[config.mk]
export PLATFORM = sky130hd
export DESIGN_NAME = demux1x4_reg
export DESIGN_NICKNAME = d
export VERILOG_FILES = /design/src/rtl/demux1x4_reg.sv
export SDC_FILE = /design/constraint.sdc
export NUM_CORES = 1
export LEC_CHECK = 0
export ABC_AREA = 1
export CAP_MARGIN = 10
export CORE_MARGIN = 3
export CORE_UTILIZATION = 50
export CTS_CLUSTER_SIZE = 12
export DETAILED_ROUTE_END_ITERATION = 6
export PLACE_DENSITY_LB_ADDON = 0.05
export SYNTH_ARGS = -nofsm -noshare
export SYNTH_HDL_FRONTEND = slang
export SYNTH_SLANG_ARGS = --single-unit
export TNS_END_PERCENT = 1
[constraint.sdc]
create_clock -name clk -period 3.73 [get_ports clk]
set_input_delay 0.746 -clock clk [delete_from_list [all_inputs] [get_ports clk]]
set_output_delay 0.746 -clock clk [all_outputs]
set_load 0.02 [all_outputs]
[src/rtl/demux1x4_reg.sv]
// One-to-four registered demultiplexer: routes each accepted word to the channel
// picked by {b1,b0}, where it waits in a one-entry buffer until that consumer takes it.
module demux1x4_reg #(
    parameter int W = 8
) (
    input  logic         clk,
    input  logic         rst_n,
    input  logic [W-1:0] e,
    input  logic         e_valid,
    output logic         e_ready,
    input  logic         b1,
    input  logic         b0,
    output logic [W-1:0] S0,
    output logic [W-1:0] S1,
    output logic [W-1:0] S2,
    output logic [W-1:0] S3,
    output logic [3:0]   S_valid,
    input  logic [3:0]   S_ready,
    output logic [7:0]   n_acc
);

    typedef enum logic {
        EMPTY = 1'b0,
        FULL  = 1'b1
    } ch_state_e;

    ch_state_e      state_q [4];
    ch_state_e      state_d [4];
    logic [W-1:0]   data_q  [4];
    logic [W-1:0]   data_d  [4];
    logic [7:0]     n_acc_q;
    logic [7:0]     n_acc_d;
    logic [1:0]     sel_s;
    logic           in_xfer_s;
    logic [3:0]     out_xfer_s;

    // Handshake decode: only the selected channel can stall the producer.
    always_comb begin
        sel_s = {b1, b0};
        for (int k = 0; k < 4; k++) begin
            S_valid[k] = (state_q[k] == FULL);
        end
        out_xfer_s = S_valid & S_ready;
        e_ready    = rst_n & ((state_q[sel_s] == EMPTY) | S_ready[sel_s]);
        in_xfer_s  = e_valid & e_ready;
        if (in_xfer_s) begin
            n_acc_d = n_acc_q + 8'd1;
        end else begin
            n_acc_d = n_acc_q;
        end
    end

    // Per-channel next state; a refill in the drain cycle keeps the channel FULL.
    always_comb begin
        for (int k = 0; k < 4; k++) begin
            state_d[k] = state_q[k];
            data_d[k]  = data_q[k];
            if (in_xfer_s && (sel_s == 2'(k))) begin
                state_d[k] = FULL;
                data_d[k]  = e;
            end else begin
                case (state_q[k])
                    FULL: begin
                        if (out_xfer_s[k]) begin
                            state_d[k] = EMPTY;
                        end else begin
                            state_d[k] = FULL;
                        end
                    end
                    EMPTY:   state_d[k] = EMPTY;
                    default: state_d[k] = EMPTY;
                endcase
            end
        end
    end

    // State, data and counter registers with synchronous active-low reset.
    always_ff @(posedge clk) begin
        if (!rst_n) begin
            for (int k = 0; k < 4; k++) begin
                state_q[k] <= EMPTY;
                data_q[k]  <= '0;
            end
            n_acc_q <= 8'd0;
        end else begin
            for (int k = 0; k < 4; k++) begin
                state_q[k] <= state_d[k];
                data_q[k]  <= data_d[k];
            end
            n_acc_q <= n_acc_d;
        end
    end

    assign S0    = data_q[0];
    assign S1    = data_q[1];
    assign S2    = data_q[2];
    assign S3    = data_q[3];
    assign n_acc = n_acc_q;

endmodule

**Word level (Yosys, flattened, before mapping)**

Memory sizes are Yosys's and may differ from the RTL's.
Index checks and enable logic that the tools add are counted.
W data, S select, Z words.

- Bits in latches: 0
- RAM bits: 36
- Flip-flop bits (word level): 8
- Bits in read-only memories: 0
- Output and inout bits: 45
- Memories: 2

- Multiplexer cells: 28
- Bitwise logic cells: 17
- Shifts and indexed selects: 0
- $lt $le $gt $ge: 1
- Multipliers: 0
- Reduce and logical (&&, ||, !) cells: 5
- Div/mod/pow operators: 0
- Equality and inequality tests: 3
- Add/sub/neg operators: 1

Memory list:

| memory | depth | bits a word | read ports | clocked after Yosys merged registers in | write ports | RTL line | text |
|---|---|---|---|---|---|---|---|
| data_q | 4 | 8 | 4 | 0 | 4 | 29 | `logic [W-1:0] data_q [4];` |
| state_q | 4 | 1 | 5 | 0 | 4 | 27 | `ch_state_e state_q [4];` |

Operators with widths:

| kind | count |
|---|---|
| $mux W8 | 8 |
| $mux W1 | 15 |
| $or A1 B1 Y1 | 9 |
| $add A8 B1 Y8 const B | 1 |
| $pmux W1 S2 | 4 |
| $not A1 Y1 | 5 |
| $and A4 B4 Y4 | 1 |
| $eq A2 B2 Y1 const B | 2 |
| $logic_and A1 B1 Y1 | 4 |
| $lt A2 B3 Y1 const B | 1 |
| $and A1 B1 Y1 | 2 |
| $bmux W1 S2 | 1 |
| $eq A2 B1 Y1 const B | 1 |
| $logic_not A2 Y1 | 1 |

**Depth between registers and ports, before layout**

Gate-level depths: netlist of the first run.

- Depth in word-level cells: 8
- Gate-level depth with buffers: 12
- Mapped depth without buffers: 10

**Least setup slack after synthesis of the first run**

Ideal clock, no wire load.

- Path type: input to output
- Start point: input b0
- End point: output e_ready
- Data arrival time: 1.693 ns
- Path slack: 1.291 ns
- Stages: 6
- Data required time: 2.984 ns
- Buffers on the path: 1
- Path through: buf_4 nor2_4 nand2_1 nand2_2 nor2_4 a21oi_1

- Word-level cells in the longest chain between the ends: 4

Ends and longest elaborated chain:

| item | RTL line | text |
|---|---|---|
| start, declared | 12 | `input logic b0,` |
| $mem_v2 Z4 W1 or $bmux W1 S2 (tied branches) | -- |  |
| $not A1 Y1 or $mux W1 (tied branches) | 44 | `e_ready = rst_n & ((state_q[sel_s] == EMPTY) \| S_ready[sel_s]);` |
| $or A1 B1 Y1 (*) | 44 |  |
| $and A1 B1 Y1 (*) | 44 |  |
| end, declared | 10 | `output logic e_ready,` |

Every way passes the cells marked *; elsewhere a longest branch is shown, timed or not. The select of a mux whose other input is x is not followed.

**Worst setup path after layout of the first run**

Same ends and word-level chain as after synthesis.

==> impl_results.md, run 1 <==
* Tot Pwr at 0.995 mW
* Max Cap Viol at 0
* Full die area at 5100 um2
* CP Cell Sequence: clkdlybuf4s50_1 -> inv_2 -> nand2_1 -> nand2_1 -> nand2_1 -> nand2_2 -> a21oi_1 -> clkdlybuf4s50_1
* Post-Synth XOR/XNOR Area at 1.23%
* Drt via density at 4.65
* Clock Skew at 0.00580 ns
* Synth async-reset ratio at 0%
* Crit path launch: b0
* CP Class: input pin to primary output
* CP Buf/Inv Count at 3
* Met3 WL at 282 um
* # IOs at 62
* Root buffer cell: clkbuf_8
* Combinational share of power at 14.4%
* CTS buffer count at 5
* Internal power consumption at 0.744 mW
* Commonest non-fill, non-tap cell in the layout: nand2_1
* Synth unique cells at 21
* RSZ-0062 raised after global routing: false
* Vias in the first global route at 1767
* Period utilization at 90.6%
* Hold path depth at 2
* R2r startpoint: state_q[3]
* Antenna Cells at 0
* Cts repair resizes at 0
* Worst min-delay path class: flop to flop
* Core outline area at 4060 um2
* Final core utilization at 69.3%
* Metal2 WL at 2300 um
* Worst vdd ir at 0.278 mV
* Post-CTS Setup Inserts at 0
* Switching power at 0.250 mW
* Syn nets at 332
* Complex-gate fraction of the synthesized area at 3.04%
* Largest net degree at the start of global routing at 43
* Max FO, Critical Path at 8
* Rows at 23
* Crit-path max cell delay at 0.67 ns
* Highest metal used: met4
* Worst setup EP type: primary output
* Fin. max-slew vios at 0
* Reg power frac at 49.6%
* Share of cells above drive strength 1 at 6.78%
* Req. time, crit path at 2.98 ns
* Critical Path Stages at 8
* Routed wire length at 4720 um
* Primary FF master, synth: dfxtp_1
* CP Launch Type: input pin
* Seq/Total Area, Yosys at 41.2%
* CTS sink count at 44
* Via count at 1947
* Die W at 71.4 um
* DRT antenna net count at 0
* Outcome: finished, final reports clean
* Leak pwr at 1.32 nW
* Clock transition at the registers of the reported paths at 0.08 ns
* Largest family of logic cells by synthesized area: simple AND/OR/NAND/NOR gates
* Tot GR Track Use at 19.5%
* Synth Instances at 314
* CP delay by family, top: buffers and inverters
* Max Clk Rate at 0.296 GHz
* Wl on met1 at 2090 um
* Relative slew slack at 50.0%
* H-tree depth at 2
* DRT iter0 DRCs at 87
* Area Overhead vs Synth at 31.6%
* Warning count from the yosys run at 0
* Sw Ratio at 25.2%
* Worst Tran Pin Value at 0.748 ns
* Clock share of power at 36.0%
* Antenna violations before repair at 0
* CP max stage cell: clkdlybuf4s50_1
* Total Nets Final at 386
* Power density over cell area at 353 nW/um2
* CTS tree: yes
* First-pass GRT wire length at 8060 um
* Commonest non-fill, non-tap cells in the layout: nand2_1, nor2_1, clkdlybuf4s50_1
* Number of synthesized flops with an enable pin at 0
* Worst path most repeated cell: nand2_1
* Cells after DPL at 411
* Seq cells post-synth at 44
* Maximum root-to-sink buffer count at 2
* Worst hold slack at 0.496 ns
* Final hold violations at 0
* Post-DP HPWL at 3290 um
* Mux contribution to synthesized area at 0%
* Pre-CTS WS at 0.338 ns
* Setup Viol. Count Final at 0
* Mean post-synth cell area at 6.81 um2
* Layout fillers at 368
* Clk_lat worst skew at 0.29 ns
* Number of buffers added on ports at 61
* WL/cell at 11.3 um
* Simple logic cell fraction of the synthesized area at 40.8%
* Reg2Reg Depth at 8
* Die Ht at 71.4 um
* Hold_buf cts at 0
* Area after DPL at 2710 um2
* DR pass1 iterations at 4
* Initial Util at 52.7%
* Hold path startpoint: n_acc[7]
* Drt drc at 0
* GRT overflow at 0
* Synth Cell Area at 2140 um2
* Adder-cell area share of the yosys netlist at 0.585%
* Non-filler cells in the finished layout at 419
* Fin crit period at 3.38 ns
* Finished Cell Area at 2810 um2
* Final worst setup slack at 0.350 ns
* CP Data Arrival Time at 2.63 ns
* Placer Congestion at 0.784
* Setup TNS at 0 ns
[power by group through the flow]
stage / sequential, mW / clock [mW] / combinational (mW)
floorplan: 0.521 / 0 / 0.0655
global placement: 0.504 / 0 / 0.142
detailed placement: 0.504 / 0 / 0.144
CTS: 0.494 / 0.362 / 0.145
global route: 0.496 / 0.384 / 0.158
finish: 0.493 / 0.358 / 0.143
[sequential cells by signal, summed over array words and instances, names as in the netlist]
signal   count
data_q      32
n_acc        8
state_q      4
[worst paths after layout]
| path | to | slack (ns) |
|---|---|---|
| worst max-delay path | e_ready | 0.35 |
| worst min-delay path | n_acc[7] | 0.50 |
| worst max register to register | data_q[3][0] | 2.34 |
| worst min register to register | n_acc[7] | 0.50 |
[metal layers]
metal | global-route usage [%] | vias to the layer above
met2 | 32.1 | 43
met1 | 24.9 | 863
met4 | 5.01 | 0
li1 | - | 1037
met5 | 0 | -
met3 | 6.17 | 4
[final cells by class]
type                    instances  area (um2)  share of cell area (%)
multi-input cells             210         977                    34.7
flip-flops and latches         44         881                    31.3
repair buffers                 63         621                    22.1
inverters                      44         165                    5.87
clock buffers                   6        72.6                    2.58
well taps                      50        62.6                    2.22
clock inverters                 2        35.0                    1.24
[synth_stat cells, types with 2 or more instances]
cell / n / area share (%)
nand2_1: 95 / 17
nor2_1: 70 / 12
dfxtp_1: 44 / 41
inv_1: 42 / 7.4
a21oi_1: 12 / 2.8
nand3_1: 9 / 2.1
buf_4: 6 / 2.1
nand2_2: 5 / 1.5
buf_6: 4 / 2.1
clkbuf_1: 4 / 0.70
nand4_1: 4 / 1.2
nand4_4: 4 / 4.0
xor2_1: 3 / 1.2
buf_2: 2 / 0.47
inv_2: 2 / 0.35
nand3b_1: 2 / 0.70
nor2_4: 2 / 1.1
[cell families (layout without fill, tap and decap cells)]
kind of cell,Yosys count,after routing
fa+ha+maj,1,1
flops,44,44
xor+xnor,3,3
buf+inv,60,115
simple gates,193,193
compound gates,13,13
[worst register-to-register path: cells and delay by family (launching register included)]
family / cells / cell delay [ns]
AND/OR/NAND/NOR: 8 / 0.96
flip-flops: 1 / 0.33
Power figures use the tool's default switching activity.
==> run 2, diff against run 1 <==
Settings changed: CELL_PAD_IN_SITES_DETAIL_PLACEMENT from default to 1, CELL_PAD_IN_SITES_GLOBAL_PLACEMENT from default to 1, CORE_UTILIZATION 50 to 35.
==> impl_results.md, run 2 (synthesis results as in run 1) <==
* Outcome: finished, final reports clean
* CP Cell Sequence: clkdlybuf4s50_1 -> inv_2 -> nand2_1 -> nand2_1 -> nand2_1 -> nand2_2 -> a21oi_1 -> clkdlybuf4s50_1
* Routed wire length at 5640 um
* Area Overhead vs Synth at 32.9%
* Tot Pwr at 1.00 mW
* Combinational share of power at 14.6%
* DRT antenna net count at 0
* Via count at 2019
* Post-DP HPWL at 4110 um
* CTS tree: yes
* Cts repair resizes at 0
* Max Clk Rate at 0.291 GHz
* CTS sink count at 44
* Period utilization at 92.0%
* Vias in the first global route at 2158
* Core outline area at 5710 um2
* Layout fillers at 729
* Clock transition at the registers of the reported paths at 0.08 ns
* Worst Tran Pin Value at 0.775 ns
* Tot GR Track Use at 17.0%
* Fin crit period at 3.43 ns
* H-tree depth at 2
* # IOs at 62
* First-pass GRT wire length at 9890 um
* Crit-path max cell delay at 0.70 ns
* Worst hold slack at 0.489 ns
* Most flop-heavy register: data_q
* Req. time, crit path at 2.98 ns
* CP Class: input pin to primary output
* Antenna violations before repair at 0
* Total Nets Final at 386
* Setup TNS at 0 ns
* Initial Util at 37.5%
* Sw Ratio at 25.9%
* CP Launch Type: input pin
* Root buffer cell: clkbuf_8
* Fin. max-slew vios at 0
* Rows at 27
* Worst path most repeated cell: nand2_1
* Share of cells above drive strength 1 at 6.78%
* Die Ht at 84.2 um
* Power density over cell area at 354 nW/um2
* Placer Congestion at 0.714
* Max Cap Viol at 0
* Final hold violations at 0
* Hold_buf cts at 0
* Clock Skew at 0.00983 ns
* WL/cell at 12.8 um
* Maximum root-to-sink buffer count at 2
* GRT overflow at 0
* CP Data Arrival Time at 2.68 ns
* Max FO, Critical Path at 8
* Drt drc at 0
* Relative slew slack at 48.2%
* DRT iter0 DRCs at 65
* Non-filler cells in the finished layout at 441
* R2R Setup Slk at 2.34 ns
* Antenna Cells at 0
* Worst vdd ir at 0.147 mV
* CP max stage cell: clkdlybuf4s50_1
* Reg power frac at 49.2%
* Internal power consumption at 0.744 mW
* Die W at 84.2 um
* Worst min-delay path class: flop to flop
* Number of buffers added on ports at 61
* CTS buffer count at 5
* Clk_lat worst skew at 0.30 ns
* Max reg flops at 32
* Post-CTS Setup Inserts at 0
* Worst setup EP type: primary output
* Largest net degree at the start of global routing at 43
* Final core utilization at 49.8%
* Commonest non-fill, non-tap cell in the layout: nand2_1
* Cells after DPL at 433
* Leak pwr at 1.32 nW
* Setup Viol. Count Final at 0
* Clock share of power at 36.3%
* Full die area at 7080 um2
* RSZ-0062 raised after global routing: false
* DR pass1 iterations at 4
* Drt via density at 4.58
* Commonest non-fill, non-tap cells in the layout: nand2_1, nor2_1, clkdlybuf4s50_1
* Switching power at 0.260 mW
-- run 2: cell counts in the layout (fill, tap and decap cells not counted) --
Identical to the previous run, type by type.
-- run 2: per-layer routing --
layer,vias to the layer above,global-route usage [%],routed length (um)
met1,940,21.9,2640
li1,1039,-,-
met5,-,0,0
met4,0,4.39,68
met3,6,4.91,261
met2,34,28.0,2670
-- run 2: power by group through the flow --
stage,clock [mW],sequential [mW],combinational (mW)
final,0.364,0.494,0.146
after CTS,0.377,0.494,0.149
after floorplan,0,0.521,0.0655
after detailed placement,0,0.505,0.148
after global routing,0.396,0.496,0.162
after global placement,0,0.505,0.145
-- run 2: layout make-up --
class / instances / area (um2) / area share (%)
Clock buffer: 6 / 72.6 / 2.55
Clock inverter: 2 / 35.0 / 1.23
Inverter: 44 / 165 / 5.81
Multi-Input combinational cell: 210 / 977 / 34.4
Sequential cell: 44 / 881 / 31.0
Tap cell: 72 / 90.1 / 3.17
Timing Repair Buffer: 63 / 621 / 21.8
-- run 2: worst max-delay path, delay by kind of cell --
kind / cells / cell delay [ns]
buf+inv: 3 / 1.43
compound gates: 1 / 0.21
simple gates: 4 / 0.30
-- run 2: metrics by stage --
step	worst slack (ns)	cell area (um2)
after floorplan	1.29	2140
after global placement	0.341	2730
after detailed placement	0.297	2730
after CTS	0.294	2840
after global routing	0.145	2840
final	0.299	2840
-- run 2: worst paths after layout --
kind | start | to | depth (start not counted)
hold / removal | state_q[0] | state_q[0] | 2
hold reg to reg | state_q[0] | state_q[0] | 2
setup / recovery | b0 | e_ready | 8
setup reg to reg | state_q[3] | data_q[3][1] | 9
